===== config.mk =====
export PLATFORM = sky130hd
export DESIGN_NAME = seq_mult
export DESIGN_NICKNAME = d
export VERILOG_FILES = /design/src/rtl/seq_mult_pkg.sv /design/src/rtl/seq_mult_pp_row.sv /design/src/rtl/seq_mult.sv
export SDC_FILE = /design/constraint.sdc
export NUM_CORES = 1
export LEC_CHECK = 0
export ABC_CLOCK_PERIOD_IN_PS = 3000
export CAP_MARGIN = 5
export CORE_MARGIN = 5
export CORE_UTILIZATION = 35
export DETAILED_ROUTE_END_ITERATION = 8
export RECOVER_POWER = 50
export SETUP_SLACK_MARGIN = 0.15
export SLEW_MARGIN = 20
export SYNTH_ARGS = -nofsm -noshare
export SYNTH_HDL_FRONTEND = slang
export SYNTH_HIERARCHICAL = 1
export SYNTH_SLANG_ARGS = --single-unit
export TNS_END_PERCENT = 20

===== constraint.sdc =====
create_clock -name clk -period 3 [get_ports clk]
set_clock_uncertainty 0.2 [all_clocks]
set_input_delay 0.45 -clock clk [delete_from_list [all_inputs] [get_ports clk]]
set_output_delay 0.45 -clock clk [all_outputs]
set_load 0.05 [all_outputs]

===== src/rtl/seq_mult_pkg.sv =====
// Shared types and constants for the sequential shift-add multiplier.
package seq_mult_pkg;

  localparam int unsigned DEFAULT_WIDTH = 4;

  typedef enum logic [1:0] {
    IDLE = 2'd0,
    CALC = 2'd1,
    DONE = 2'd2
  } state_e;

endpackage


===== src/rtl/seq_mult_pp_row.sv =====
// Partial-product row generator: every bit of vec gated by one multiplier bit.
module pp_row #(
  parameter int unsigned WIDTH = 4
) (
  input  logic [WIDTH-1:0] vec,
  input  logic             bit_i,
  output logic [WIDTH-1:0] row_c
);

  // Gate the whole multiplicand with the selected multiplier bit.
  always_comb begin
    row_c = vec & {WIDTH{bit_i}};
  end

endmodule


===== src/rtl/seq_mult.sv =====
// Sequential shift-add multiplier: one multiplier bit per CALC cycle, fixed
// latency of WIDTH+1 edges from accept to done.
// Optional build macro: SEQ_MULT_SIGNED_EN selects two's-complement operands
// (top row subtracted, rows sign-extended); undefined gives plain unsigned.
module seq_mult
  import seq_mult_pkg::*;
#(
  parameter int unsigned WIDTH = DEFAULT_WIDTH
) (
  input  logic                 clk,
  input  logic                 rst_n,
  input  logic                 start,
  input  logic [WIDTH-1:0]     a,
  input  logic [WIDTH-1:0]     b,
  output logic                 busy,
  output logic                 done,
  output logic [2*WIDTH-1:0]   product
);

  localparam int unsigned PW    = 2 * WIDTH;
  localparam int unsigned CNT_W = (WIDTH > 1) ? $clog2(WIDTH) : 1;

  state_e             state_q, state_d;
  logic [WIDTH-1:0]   a_q, a_d;
  logic [WIDTH-1:0]   b_q, b_d;
  logic [PW-1:0]      acc_q, acc_d;
  logic [CNT_W-1:0]   cnt_q, cnt_d;
  logic               busy_q, busy_d;
  logic               done_q, done_d;
  logic [PW-1:0]      product_q, product_d;

  logic [WIDTH-1:0]   row_c;
  logic [PW-1:0]      row_ext_c;
  logic               last_bit_c;

  pp_row #(.WIDTH(WIDTH)) u_pp_row (
    .vec   (a_q),
    .bit_i (b_q[cnt_q]),
    .row_c (row_c)
  );

  // Widen the current row to accumulator width.
  always_comb begin
`ifdef SEQ_MULT_SIGNED_EN
    row_ext_c = {{WIDTH{row_c[WIDTH-1]}}, row_c};
`else
    row_ext_c = {{WIDTH{1'b0}}, row_c};
`endif
    last_bit_c = (cnt_q == CNT_W'(WIDTH - 1));
  end

  // Next-state, datapath and registered-output logic.
  always_comb begin
    state_d   = state_q;
    a_d       = a_q;
    b_d       = b_q;
    acc_d     = acc_q;
    cnt_d     = cnt_q;
    product_d = product_q;

    unique case (state_q)
      IDLE: begin
        if (start) begin
          state_d = CALC;
          a_d     = a;
          b_d     = b;
          acc_d   = '0;
          cnt_d   = '0;
        end
      end
      CALC: begin
`ifdef SEQ_MULT_SIGNED_EN
        if (last_bit_c) begin
          acc_d = acc_q - (row_ext_c << cnt_q);
        end else begin
          acc_d = acc_q + (row_ext_c << cnt_q);
        end
`else
        acc_d = acc_q + (row_ext_c << cnt_q);
`endif
        if (last_bit_c) begin
          state_d = DONE;
          cnt_d   = '0;
        end else begin
          cnt_d = cnt_q + CNT_W'(1);
        end
      end
      DONE: begin
        state_d   = IDLE;
        product_d = acc_q;
      end
      default: begin
        state_d = IDLE;
      end
    endcase

    busy_d = (state_d != IDLE);
    done_d = (state_q == DONE);
  end

  // State and output registers, cleared asynchronously.
  always_ff @(posedge clk or negedge rst_n) begin
    if (!rst_n) begin
      state_q   <= IDLE;
      a_q       <= '0;
      b_q       <= '0;
      acc_q     <= '0;
      cnt_q     <= '0;
      busy_q    <= 1'b0;
      done_q    <= 1'b0;
      product_q <= '0;
    end else begin
      state_q   <= state_d;
      a_q       <= a_d;
      b_q       <= b_d;
      acc_q     <= acc_d;
      cnt_q     <= cnt_d;
      busy_q    <= busy_d;
      done_q    <= done_d;
      product_q <= product_d;
    end
  end

  assign busy    = busy_q;
  assign done    = done_q;
  assign product = product_q;

endmodule


==> summary.txt, run 1 <==
Setup path
  • Crit-path max FO: 5
  • Crit-path cells: mux4_2 > and2_4 > mux2_4 > nand2_1 > o21ai_1 > ha_1 > and4_4 > or4_1 > a32o_1
  • CP max stage delay: ~540 ps
  • Worst endpoint data arrival time: 2960 ps
  • Worst Setup Start Kind: flip-flop
  • Crit. End Element: flip-flop
  • Kind of critical path: reg2reg
  • CP max-delay cell: mux4_2
  • Req. time, crit path: 2960 ps
  • Buf/Inv on CP: 0
  • Critical path's top delay family: simple AND/OR/NAND/NOR gates

Global route
  • Largest net degree at the start of global routing: 31
  • Global-route wire length before repair: 4990 um
  • Gr ovfl total: 0
  • Vias in the first global route: around 1,100
  • GRT Resource Usage Total: 10.8%
  • Initial antenna violation count: 0

Logic synthesis
  • Synthesized instance count: roughly 130
  • Synth top area share: 48.1%
  • Yosys warns: 6
  • Post-synth top flop: dfrtp_1
  • Mean Syn Cell Area: between 10 and 15 um2
  • Sequential share of the synthesized area: 48.1%
  • Syn_nets: 147
  • Post-synth EDFFs: 0
  • Area leader, netlist: dfrtp_1
  • #FFs+latches synth: 30
  • Area of the mapped netlist: 0.00156 mm2
  • Cell variety after synth: 37
  • Synth area leaders: dfrtp_1, mux2_1, ha_1
  • Async SR Flop Fraction: 100%

Clock network
  • H-tree levels: 2
  • Clk slew on worst S/H paths: 60 ps
  • CTS tree: yes
  • Hold buffers post-CTS: 0
  • Num CTS Buffers: 5
  • CTS Buffer Depth: 2
  • Sink Count: 30
  • Root buf cell: clkbuf_8
  • Skew-Pair Late Insertion Delay: 280 ps

Drt
  • Final wirelength: around 3000 um
  • WL met2: about 1500 um
  • DR DRC count: 0
  • Initial detailed-routing violation count: 66
  • M1 wire length: 1270 um
  • WL met3: 208 um
  • WL/cell: 14.3 um
  • Top layer reached by signal wires: met4
  • Remaining antenna violation count: 0
  • Drt pass-1 iters: 4
  • Vias per inst: a little over 5
  • Total number of vias: 1,077

STA
  • Slew HR: -6.34%
  • RSZ-0062 raised after global routing: yes
  • Final Max Tran Viols: 31
  • Least-Margin Pin Slew: about 1600 ps
  • Post-route minimum period: 3000 ps
  • Max Fclk: 334 MHz
  • Fin crit share: between 90% and 100%
  • Final setup viols: 0
  • Final hold vios: 0

Cells and area
  • Commonest cells after routing, fill and taps aside: dfrtp_1, clkdlybuf4s50_1, mux2_1, a22o_1, ha_1
  • Final Instance Count excl. Fillers: ~210
  • NumNets Final: 177
  • Syn-to-layout area delta: 25.8%
  • Most common cell after layout, fill and taps aside: dfrtp_1
  • Util after Layout: 45.1%
  • Fraction of layout cells with a size suffix above 1: 14.0%
  • Diode count: 0
  • Fillers: 400

Power
  • Overall Power: 2.40 mW
  • Leakage power: 0.898 nW
  • Pwr Density: 1220 mW/mm2
  • VDD IR max: approximately 400 uV

Outcome
  • Status: finished, violations left
  • Failing checks: max-capacitance violations, max-slew violations

Placed design
  • Dpl hpwl: 2300 um
  • Number of port buffers: 20
  • Gpl congestion: approximately 0.90
  • Post-placement cell count: 201

Die
  • Die ar.: 0.00590 mm2
  • Core ar.: between 0.004 and 0.005 mm2
  • Initial core utilization: 35.9%
  • Top Ports: 21
  • Die height: between 70 and 80 um
  • Die X: 76.8 um
  • Rows: 24

Worst hold path
  • Worst min path class: reg2reg

Flow run
  • Max-cap viol count: 1
[metrics by stage]
stage	area, um2	setup WS, ps	setup TNS, ps	hold slack [ps]
floorplan	1560	-96.8	-96.8	-45.6
CTS	1940	-45.1	-59.0	287
finish	1960	2.61	0	283
global route	1960	-133	-210	305
detailed placement	1860	-103	-149	274
global placement	1860	-20.5	-20.5	264
[registers in the layout, indices dropped and copies added (netlist names)]
name,flops
product,8
done,1
acc_q,8
b_q,4
a_q,4
busy,1
state_q,2
cnt_q,2
[cells by family (layout without fill, tap and decap cells)]
group | count (synthesis) | count (layout) | synth area share, %
adders and majority gates | 9 | 9 | 7.69
xor gates and xnor gates | 4 | 4 | 2.24
muxes | 22 | 22 | 16.3
AOI/OAI and AO/OA | 28 | 28 | 13.2
DFF | 30 | 30 | 48.1
buffers and inverters | 8 | 38 | 2.00
and+or+nand+nor | 26 | 26 | 10.5
[per-layer routing]
metal  track usage, %  vias to the layer above
met5                0                        -
met3             4.22                        5
met1             12.4                      516
met4             5.07                        0
li1                 -                      528
met2             17.6                       28
[cell usage after synthesis, types with 2 or more instances]
master and number:
nor2b_1 3, nand2_1 3, and2_1 5, inv_2 2, a21oi_1 5, mux2_1 17
xnor2_1 3, ha_1 8, mux2i_1 4, nor3b_1 3, nor2_1 5, clkbuf_1 4
a22o_1 8, and3_1 2, a21o_1 4, dfrtp_1 30
[worst paths after layout]
| path | startpoint | end | slack (ps) | cells after the start |
|---|---|---|---|---|
| setup / recovery | cnt_q[0] | acc_q[5] | 3 | 9 |
| hold / removal | b_q[3] | b_q[3] | 280 | 1 |
| setup reg to reg | cnt_q[0] | acc_q[5] | 3 | 9 |
| hold reg to reg | b_q[3] | b_q[3] | 280 | 1 |
| max in group asynchronous | rst_n | a_q[0] | 770 | 2 |
| min in group asynchronous | rst_n | acc_q[2] | 900 | 2 |
[worst register-to-register path, cell delays in order (launching register included)]
cell     delay (ps)
dfrtp_1         370
mux4_2          540
and2_4          160
mux2_4          270
nand2_1          60
o21ai_1          60
ha_1            330
and4_4          200
or4_1           460
a32o_1          230
[report_power, final]
part	internal, mW	leakage [nW]	switching (mW)	total (mW)
Clock	0.159	0.0383	0.130	0.289
Combinational	0.682	0.489	0.730	1.41
Sequential	0.585	0.370	0.117	0.702
[final cells by class]
type,instances,area (um2),share of cell area [%]
clock buffer,7,76.3,3.89
sequential,30,751,38.2
tap,52,65.1,3.31
timing repair buffer,28,253,12.9
inverter,3,11.3,0.573
multi-input combinational,89,808,41.1
[timing repair]
action	CTS	global route
setup buffers	0	1
gates resized for setup	3	4
pin swaps	5	4
endpoints found under the setup margin	3	4
(Power assumes the default switching activity.)
==> run 2: changes to the inputs <==
- MAX_ROUTING_LAYER: not set -> met4
- SLEW_MARGIN: 20 -> not set
==> results of run 2 <==
The final DEF is identical to that of run 1; final timing and power are the same.
Among the figures that moved: final weighted congestion in routability-driven placement 0.904 -> 0.920; overall routing resource usage 10.8% -> 11.1%; violation count after the first detailed-route iteration 66 -> 65
